## src/rtl/wb_cpu_arbiter_pkg.sv

```systemverilog
// Shared definitions for the CPU-side Wishbone arbiter: FSM encodings,
// owner identifiers and the Wishbone cycle/burst type constants.
package wb_cpu_arbiter_pkg;

    typedef enum logic [1:0] {
        ARB_IDLE   = 2'd0,
        ARB_OWN_I  = 2'd1,
        ARB_OWN_D  = 2'd2,
        ARB_TO_GAP = 2'd3
    } arb_state_e;

    localparam logic OWNER_I = 1'b0;
    localparam logic OWNER_D = 1'b1;

    localparam logic [2:0] WB_CTI_CLASSIC = 3'b000;
    localparam logic [2:0] WB_CTI_CONST   = 3'b001;
    localparam logic [2:0] WB_CTI_INC     = 3'b010;
    localparam logic [2:0] WB_CTI_EOB     = 3'b111;

    localparam logic [1:0] WB_BTE_LINEAR  = 2'b00;
    localparam logic [1:0] WB_BTE_WRAP4   = 2'b01;
    localparam logic [1:0] WB_BTE_WRAP8   = 2'b10;
    localparam logic [1:0] WB_BTE_WRAP16  = 2'b11;

    function automatic arb_state_e owner_state(input logic owner);
        return owner ? ARB_OWN_D : ARB_OWN_I;
    endfunction

endpackage

```

## src/rtl/wb_cpu_arbiter_if.sv

```systemverilog
// One Wishbone master port; 'master' drives the request, 'slave' answers it.
interface wb_cpu_arbiter_if;
    logic        cyc;
    logic        stb;
    logic        we;
    logic [31:2] addr;
    logic [2:0]  cti;
    logic [1:0]  bte;
    logic [3:0]  sel;
    logic [31:0] dat_w;
    logic [31:0] dat_r;
    logic        ack;

    modport master (
        output cyc, stb, we, addr, cti, bte, sel, dat_w,
        input  dat_r, ack
    );

    modport slave (
        input  cyc, stb, we, addr, cti, bte, sel, dat_w,
        output dat_r, ack
    );
endinterface

```

## src/rtl/wb_cpu_arbiter.sv

```systemverilog
// Merges the ICMU and DCMU Wishbone masters onto one bus with round-robin,
// cyc-held grants and a per-transfer timeout that synthesises an ack.
module wb_cpu_arbiter
    import wb_cpu_arbiter_pkg::*;
#(
    parameter int unsigned TIMEOUT = 1024,
    parameter int unsigned TO_BITS = 11,
    parameter logic [31:0] TO_DATA = 32'hFFFF_FFFF
) (
    input  logic             clk,
    input  logic             rst_n,
    wb_cpu_arbiter_if.slave  ibus,
    wb_cpu_arbiter_if.slave  dbus,
    wb_cpu_arbiter_if.master mbus,
    input  logic             to_clr,
    output logic             to_flag,
    output logic             to_src
);

    localparam logic [TO_BITS-1:0] TO_LAST = TO_BITS'(TIMEOUT - 1);

    arb_state_e         r_state;
    arb_state_e         w_state_nxt;
    logic               r_last;
    logic               r_to_flag;
    logic               r_to_src;
    logic [TO_BITS-1:0] r_cnt;

    logic w_i_req;
    logic w_d_req;
    logic w_owning;
    logic w_own_cyc;
    logic w_own_stb;
    logic w_oth_req;
    logic w_timeout;

    // r_last names the current owner while owning and in TO_GAP.
    always_comb begin
        w_i_req   = ibus.cyc & ibus.stb;
        w_d_req   = dbus.cyc & dbus.stb;
        w_owning  = (r_state == ARB_OWN_I) || (r_state == ARB_OWN_D);
        w_own_cyc = r_last ? dbus.cyc : ibus.cyc;
        w_own_stb = r_last ? dbus.stb : ibus.stb;
        w_oth_req = r_last ? w_i_req  : w_d_req;
        w_timeout = (TIMEOUT != 0) && w_owning && w_own_stb && !mbus.ack
                    && (r_cnt == TO_LAST);
    end

    always_comb begin
        w_state_nxt = r_state;
        unique case (r_state)
            ARB_IDLE: begin
                if (w_i_req && w_d_req)
                    w_state_nxt = owner_state(~r_last);
                else if (w_d_req)
                    w_state_nxt = ARB_OWN_D;
                else if (w_i_req)
                    w_state_nxt = ARB_OWN_I;
            end
            ARB_OWN_I, ARB_OWN_D: begin
                if (w_timeout)
                    w_state_nxt = ARB_TO_GAP;
                else if (!w_own_cyc)
                    w_state_nxt = w_oth_req ? owner_state(~r_last) : ARB_IDLE;
            end
            ARB_TO_GAP: begin
                if (w_own_cyc)
                    w_state_nxt = owner_state(r_last);
                else
                    w_state_nxt = w_oth_req ? owner_state(~r_last) : ARB_IDLE;
            end
            default: w_state_nxt = ARB_IDLE;
        endcase
    end

    always_ff @(posedge clk or negedge rst_n) begin
        if (!rst_n) begin
            r_state   <= ARB_IDLE;
            r_last    <= OWNER_I;
            r_cnt     <= '0;
            r_to_flag <= 1'b0;
            r_to_src  <= OWNER_I;
        end else begin
            // NOTE: registers use non-blocking assignments so every update in
            // this block sees the pre-edge values, independent of statement order.
            r_state <= w_state_nxt;

            if (w_state_nxt == ARB_OWN_I)
                r_last <= OWNER_I;
            else if (w_state_nxt == ARB_OWN_D)
                r_last <= OWNER_D;

            if ((w_state_nxt != r_state) || mbus.ack || !w_owning || !w_own_stb)
                r_cnt <= '0;
            else
                r_cnt <= r_cnt + TO_BITS'(1);

            // A timeout in the same cycle as to_clr wins.
            if (w_timeout) begin
                r_to_flag <= 1'b1;
                r_to_src  <= r_last;
            end else if (to_clr) begin
                r_to_flag <= 1'b0;
            end
        end
    end

    always_comb begin
        // NOTE: every combinational output gets a default before the case so
        // no path leaves it unassigned and no latch is inferred.
        mbus.cyc   = 1'b0;
        mbus.stb   = 1'b0;
        mbus.we    = 1'b0;
        mbus.addr  = '0;
        mbus.cti   = '0;
        mbus.bte   = '0;
        mbus.sel   = '0;
        mbus.dat_w = '0;
        ibus.ack   = 1'b0;
        dbus.ack   = 1'b0;
        ibus.dat_r = w_timeout ? TO_DATA : mbus.dat_r;
        dbus.dat_r = w_timeout ? TO_DATA : mbus.dat_r;

        unique case (r_state)
            ARB_OWN_I: begin
                mbus.cyc   = ibus.cyc;
                mbus.stb   = ibus.stb & ~w_timeout;
                mbus.we    = ibus.we;
                mbus.addr  = ibus.addr;
                mbus.cti   = ibus.cti;
                mbus.bte   = ibus.bte;
                mbus.sel   = ibus.sel;
                mbus.dat_w = ibus.dat_w;
                ibus.ack   = mbus.ack | w_timeout;
            end
            ARB_OWN_D: begin
                mbus.cyc   = dbus.cyc;
                mbus.stb   = dbus.stb & ~w_timeout;
                mbus.we    = dbus.we;
                mbus.addr  = dbus.addr;
                mbus.cti   = dbus.cti;
                mbus.bte   = dbus.bte;
                mbus.sel   = dbus.sel;
                mbus.dat_w = dbus.dat_w;
                dbus.ack   = mbus.ack | w_timeout;
            end
            default: ;
        endcase
    end

    assign to_flag = r_to_flag;
    assign to_src  = r_to_src;

endmodule

```

## src/flat_wrapper.sv

```systemverilog
// flat-port wrapper written by rule: the top's interface ports become plain ports
module wb_cpu_arbiter_flat import wb_cpu_arbiter_pkg::*;
#(
    parameter int unsigned TIMEOUT = 1024,
    parameter int unsigned TO_BITS = 11,
    parameter logic [31:0] TO_DATA = 32'hFFFF_FFFF
)
  (clk, rst_n, to_clr, to_flag, to_src, ibus_cyc, ibus_stb, ibus_we, ibus_addr, ibus_cti, ibus_bte, ibus_sel, ibus_dat_w, ibus_dat_r, ibus_ack, dbus_cyc, dbus_stb, dbus_we, dbus_addr, dbus_cti, dbus_bte, dbus_sel, dbus_dat_w, dbus_dat_r, dbus_ack, mbus_cyc, mbus_stb, mbus_we, mbus_addr, mbus_cti, mbus_bte, mbus_sel, mbus_dat_w, mbus_dat_r, mbus_ack);
  wb_cpu_arbiter_if ibus_i ();
  wb_cpu_arbiter_if dbus_i ();
  wb_cpu_arbiter_if mbus_i ();
  input  logic clk;
  input  logic rst_n;
  input  logic to_clr;
  output logic to_flag;
  output logic to_src;
  input wire logic [$bits(ibus_i.cyc)-1:0] ibus_cyc;
  input wire logic [$bits(ibus_i.stb)-1:0] ibus_stb;
  input wire logic [$bits(ibus_i.we)-1:0] ibus_we;
  input wire logic [$bits(ibus_i.addr)-1:0] ibus_addr;
  input wire logic [$bits(ibus_i.cti)-1:0] ibus_cti;
  input wire logic [$bits(ibus_i.bte)-1:0] ibus_bte;
  input wire logic [$bits(ibus_i.sel)-1:0] ibus_sel;
  input wire logic [$bits(ibus_i.dat_w)-1:0] ibus_dat_w;
  output wire logic [$bits(ibus_i.dat_r)-1:0] ibus_dat_r;
  output wire logic [$bits(ibus_i.ack)-1:0] ibus_ack;
  input wire logic [$bits(dbus_i.cyc)-1:0] dbus_cyc;
  input wire logic [$bits(dbus_i.stb)-1:0] dbus_stb;
  input wire logic [$bits(dbus_i.we)-1:0] dbus_we;
  input wire logic [$bits(dbus_i.addr)-1:0] dbus_addr;
  input wire logic [$bits(dbus_i.cti)-1:0] dbus_cti;
  input wire logic [$bits(dbus_i.bte)-1:0] dbus_bte;
  input wire logic [$bits(dbus_i.sel)-1:0] dbus_sel;
  input wire logic [$bits(dbus_i.dat_w)-1:0] dbus_dat_w;
  output wire logic [$bits(dbus_i.dat_r)-1:0] dbus_dat_r;
  output wire logic [$bits(dbus_i.ack)-1:0] dbus_ack;
  output wire logic [$bits(mbus_i.cyc)-1:0] mbus_cyc;
  output wire logic [$bits(mbus_i.stb)-1:0] mbus_stb;
  output wire logic [$bits(mbus_i.we)-1:0] mbus_we;
  output wire logic [$bits(mbus_i.addr)-1:0] mbus_addr;
  output wire logic [$bits(mbus_i.cti)-1:0] mbus_cti;
  output wire logic [$bits(mbus_i.bte)-1:0] mbus_bte;
  output wire logic [$bits(mbus_i.sel)-1:0] mbus_sel;
  output wire logic [$bits(mbus_i.dat_w)-1:0] mbus_dat_w;
  input wire logic [$bits(mbus_i.dat_r)-1:0] mbus_dat_r;
  input wire logic [$bits(mbus_i.ack)-1:0] mbus_ack;
  assign ibus_i.cyc = ibus_cyc;
  assign ibus_i.stb = ibus_stb;
  assign ibus_i.we = ibus_we;
  assign ibus_i.addr = ibus_addr;
  assign ibus_i.cti = ibus_cti;
  assign ibus_i.bte = ibus_bte;
  assign ibus_i.sel = ibus_sel;
  assign ibus_i.dat_w = ibus_dat_w;
  assign ibus_dat_r = ibus_i.dat_r;
  assign ibus_ack = ibus_i.ack;
  assign dbus_i.cyc = dbus_cyc;
  assign dbus_i.stb = dbus_stb;
  assign dbus_i.we = dbus_we;
  assign dbus_i.addr = dbus_addr;
  assign dbus_i.cti = dbus_cti;
  assign dbus_i.bte = dbus_bte;
  assign dbus_i.sel = dbus_sel;
  assign dbus_i.dat_w = dbus_dat_w;
  assign dbus_dat_r = dbus_i.dat_r;
  assign dbus_ack = dbus_i.ack;
  assign mbus_cyc = mbus_i.cyc;
  assign mbus_stb = mbus_i.stb;
  assign mbus_we = mbus_i.we;
  assign mbus_addr = mbus_i.addr;
  assign mbus_cti = mbus_i.cti;
  assign mbus_bte = mbus_i.bte;
  assign mbus_sel = mbus_i.sel;
  assign mbus_dat_w = mbus_i.dat_w;
  assign mbus_i.dat_r = mbus_dat_r;
  assign mbus_i.ack = mbus_ack;
  wb_cpu_arbiter #(.TIMEOUT(TIMEOUT), .TO_BITS(TO_BITS), .TO_DATA(TO_DATA)) u_core (.clk(clk), .rst_n(rst_n), .ibus(ibus_i), .dbus(dbus_i), .mbus(mbus_i), .to_clr(to_clr), .to_flag(to_flag), .to_src(to_src));
endmodule
```

## config.mk

```make
export PLATFORM = sky130hd
export DESIGN_NAME = wb_cpu_arbiter_flat
export DESIGN_NICKNAME = d
export VERILOG_FILES = /design/src/rtl/wb_cpu_arbiter_pkg.sv /design/src/rtl/wb_cpu_arbiter_if.sv /design/src/rtl/wb_cpu_arbiter.sv /design/src/flat_wrapper.sv
export SDC_FILE = /design/constraint.sdc
export NUM_CORES = 1
export LEC_CHECK = 0
export CAP_MARGIN = 10
export CORE_AREA = 10 10 118 120
export CTS_BUF_LIST = sky130_fd_sc_hd__clkbuf_4 sky130_fd_sc_hd__clkbuf_8
export DETAILED_ROUTE_END_ITERATION = 12
export DIE_AREA = 0 0 128 130
export GPL_TIMING_DRIVEN = 0
export HOLD_SLACK_MARGIN = 0.02
export PLACE_DENSITY = 0.78
export SYNTH_ARGS = -nofsm -noshare
export SYNTH_HDL_FRONTEND = slang
export SYNTH_SLANG_ARGS = --single-unit
export TNS_END_PERCENT = 20
```

## constraint.sdc

```tcl
create_clock -name clk -period 6.34 [get_ports clk]
set_input_delay 0.951 -clock clk [delete_from_list [all_inputs] [get_ports clk]]
set_output_delay 0.951 -clock clk [all_outputs]
set_load 0.02 [all_outputs]
```

==> results.py <==
metrics = {
    "outcome": {
        "outcome": "complete, no violations",
    },
    "placement": {
        "placedCellCount": 829,
        "place_worst_setup_slack_ns": 1.65,
        "hpwlAfterDp_um": 15500,
        "place_congestion": 0.895,
        "numPortBuffers": 324,
        "placed_standard_cell_area_um2": 6130,
    },
    "synth": {
        "number_of_flops_mapped_to_enable_cells_by_yosys": 0,
        "warnings_synthesis": 0,
        "synthesized_netlist_cell_count": 358,
        "ys_ff_latch": 16,
        "synthesis.area_um2": 2710,
        "synth-main-ff-cell": "dfrtp_1",
        "synthesis.nets": 548,
        "syn-mean-instance-area_um2": 7.56,
        "synth-seq-area-share_pct": 14.8,
        "asyncSetResetFlopFracSynth_pct": 100,
        "count_of_distinct_cell_types_in_the_synthesized_netlist": 37,
    },
    "power": {
        "p_leak_nw": 2.28,
        "power.internal_mw": 0.994,
        "clock_power_share_pct": 4.5,
        "power.share.sequential_pct": 6.6,
        "switching_power_mw": 1.01,
        "ir_worst_vdd_uv": 167,
        "power_frac_comb_pct": 89.0,
        "pwr_density_cell_nw_per_um2": 324,
        "switching_power_share_of_the_total_pct": 50.5,
    },
    "drt": {
        "drc": 0,
        "total_wirelength_um": 17800,
        "wl_per_cell_um": 21.4,
        "num_vias": 4065,
        "via_density_per_instance": 4.87,
        "detail-route-antenna-nets": 0,
        "drt-pass1-iter-count": 5,
        "drt_iter0_drc": 311,
    },
    "floorplanning": {
        "die_w_um": 128,
        "floorplan.initialDensity_pct": 23.1,
        "die_height_um": 130,
        "fp.dieArea_um2": 16600,
        "boundaryPins": 326,
        "floorplan.core_area_um2": 11700,
        "floorplan.rows": 40,
    },
    "clock_tree": {
        "tritoncts_clock_tree": "done",
        "cts_hold_buffers": 0,
        "worst_setup_hold_path_clk_slew_ns": 0.07,
        "ctsResizeCount": 0,
        "clockBufferDepth": 2,
        "htree_num_levels": 1,
        "clk_root_buffer_cell": "clkbuf_8",
        "post_cts.repair.setup_buffers": 0,
        "insertion_delay_ns": 0.25,
        "cts.sinks": 16,
        "numCtsBuffers": 3,
    },
    "worst_setup_path": {
        "worst_ep_arrival_time_ns": 3.81,
        "timing.reg2reg.setup_slack_ns": 3.65,
        "timing.rr.end": "u_core.r_last$_DFFE_PN0P_",
        "crit_path_start_kind": "primary input",
        "worstRegToRegCells": 10,
        "end_kind": "output port",
        "required_ns": 5.39,
        "setup.worst_path.class": "primary input to output port",
        "crit_fanout": 10,
        "timing.rr.start": "u_core.r_state[0]$_DFF_PN0_",
    },
    "worst_hold_path": {
        "worstHoldEndpoint": "u_core.to_src$_DFFE_PN0P_",
        "hold_path_depth": 2,
        "hold_path_class": "flip-flop to flip-flop",
        "holdCritStartpoint": "u_core.to_src$_DFFE_PN0P_",
    },
    "timing": {
        "final-hold-violation-count": 0,
        "timing_worst_slew_pin_value_ns": 0.736,
        "setup-violations-final": 0,
        "max_clock_freq_mhz": 210,
        "final.period_utilization_pct": 75.1,
        "setup_slack_ns": 1.58,
        "fin_setup_tns_ns": 0,
        "worst_clock_skew_ns": 0.00391,
        "maxSlewViolCount": 0,
        "grt_setup_unrepaired": "false",
        "hold_slack_ns": 0.494,
        "slew_headroom_pct": 50.8,
        "post-route-min-period_ns": 4.76,
    },
    "grt": {
        "first_global_vias": 3908,
        "global_route_wire_length_before_repair_um": 25100,
        "grt_start_max_net_pins": 17,
        "groute.usage.overall_pct": 19.1,
        "global_route.overflow_total": 0,
        "grt_antenna_before_repair": 1,
    },
    "cells_and_area": {
        "final-instance-count-excl-fill": 834,
        "drive_gt1_share_pct": 8.31,
        "final_area_um2": 6190,
        "nFillCells": 1083,
        "area_growth_syn_to_layout_pct": 129,
        "finalNetCount": 877,
    },
    "job": {
        "drv.max_cap_violation_count": 0,
    },
}
[cells in the mapped netlist (2+ instances only)]
| library cell | count | share of area, % |
|---|---|---|
| a21oi_1 | 5 | 0.92 |
| a221oi_2 | 10 | 5.5 |
| a22oi_1 | 75 | 21 |
| and3_1 | 5 | 1.2 |
| buf_1 | 5 | 0.69 |
| buf_2 | 6 | 1.1 |
| buf_4 | 33 | 9.1 |
| clkbuf_1 | 22 | 3.0 |
| dfrtp_1 | 16 | 15 |
| ha_1 | 6 | 2.8 |
| inv_1 | 7 | 0.97 |
| nand2_1 | 13 | 1.8 |
| nand2b_1 | 33 | 7.6 |
| nand3_1 | 7 | 1.3 |
| nand4_1 | 2 | 0.46 |
| nor2_1 | 6 | 0.83 |
| nor2b_1 | 73 | 17 |
| o21a_1 | 2 | 0.55 |
| o21ai_0 | 7 | 1.3 |
| xnor2_1 | 5 | 1.6 |
| xor2_1 | 4 | 1.3 |
[flip-flops by register name, indices dropped and copies added (netlist names)]
| register | cells |
|---|---|
| u_core.r_cnt | 11 |
| u_core.to_src | 1 |
| u_core.r_last | 1 |
| u_core.r_state | 2 |
| u_core.to_flag | 1 |
[cell usage in the layout (no fill, tap or decap), drive strengths merged, types with 7 or more instances in the layout]
master	instances
nand2b	33
buf	45
nand3	7
clkdlybuf4s50	324
nand2	13
nor2b	73
o21ai	7
dfrtp	16
inv	7
a221oi	11
clkbuf	26
a22oi	75
[cells by family (layout without fill, tap and decap cells)]
| family | count (synthesis) | after routing | share of synthesized area (%) |
|---|---|---|---|
| other | 0 | 1 | 0 |
| adder cells (fa/ha/maj) | 6 | 6 | 2.77 |
| multiplexers | 1 | 1 | 0.370 |
| AO/OA/AOI/OAI | 108 | 108 | 31.8 |
| flip-flops | 16 | 16 | 14.8 |
| AND/OR/NAND/NOR | 144 | 144 | 31.9 |
| buffers and inverters | 74 | 402 | 15.4 |
| XOR/XNOR | 9 | 9 | 2.91 |
[power by group through the flow]
| stage | registers, mW | clock network [mW] | logic [mW] |
|---|---|---|---|
| 2_1_floorplan | 0.130 | 0 | 1.01 |
| 3_3_place_gp | 0.133 | 0 | 1.76 |
| 3_5_place_dp | 0.134 | 0 | 1.79 |
| 4_1_cts | 0.132 | 0.0921 | 1.80 |
| 5_1_grt | 0.134 | 0.0965 | 1.91 |
| 6_report | 0.132 | 0.0895 | 1.78 |
[per-stage QoR]
stage	power [mW]	utilization (%)
after global placement	1.90	52.4
after detailed placement	1.92	52.4
after CTS	2.02	52.9
after floorplan	1.14	-
after global routing	2.14	52.9
final	2.01	52.9
[area by class of cell]
type	instances	area (um2)	share of cell area [%]
Sequential cell	16	400	6.47
Tap cell	147	184	2.97
Timing Repair Buffer	324	3240	52.4
Antenna cell	1	2.50	0.0404
Inverter	7	26.3	0.424
Multi-Input combinational cell	268	1890	30.5
Clock buffer	4	55.1	0.889
Buffer	67	390	6.30
[worst max-delay path: stages]
cell,delay (ns)
clkdlybuf4s50_1,0.65
mux2i_1,0.15
nor3b_2,0.37
nand3_1,0.37
clkbuf_1,0.34
nand2b_1,0.23
buf_4,0.13
clkdlybuf4s50_1,0.61
[how the worst max path moves through the flow]
stage	end	cells after the start	slack, ns	from
after detailed placement	ibus_dat_r[27]	8	1.65	dbus_stb
after floorplan	ibus_dat_r[10]	6	3.23	dbus_stb
after CTS	ibus_dat_r[27]	8	1.64	dbus_stb
final	ibus_dat_r[27]	8	1.58	dbus_stb
after global routing	ibus_dat_r[27]	8	1.47	dbus_stb
after global placement	ibus_dat_r[27]	8	1.75	dbus_stb
[per-layer routing]
layer	vias up	GRT usage (%)	wire length, um
met5	-	0	0
met4	0	3.11	274
met3	22	3.45	1240
met2	180	36.0	9590
met1	1950	22.1	6740
li1	1913	-	-
No activity file was read; power rests on OpenSTA's default activity.
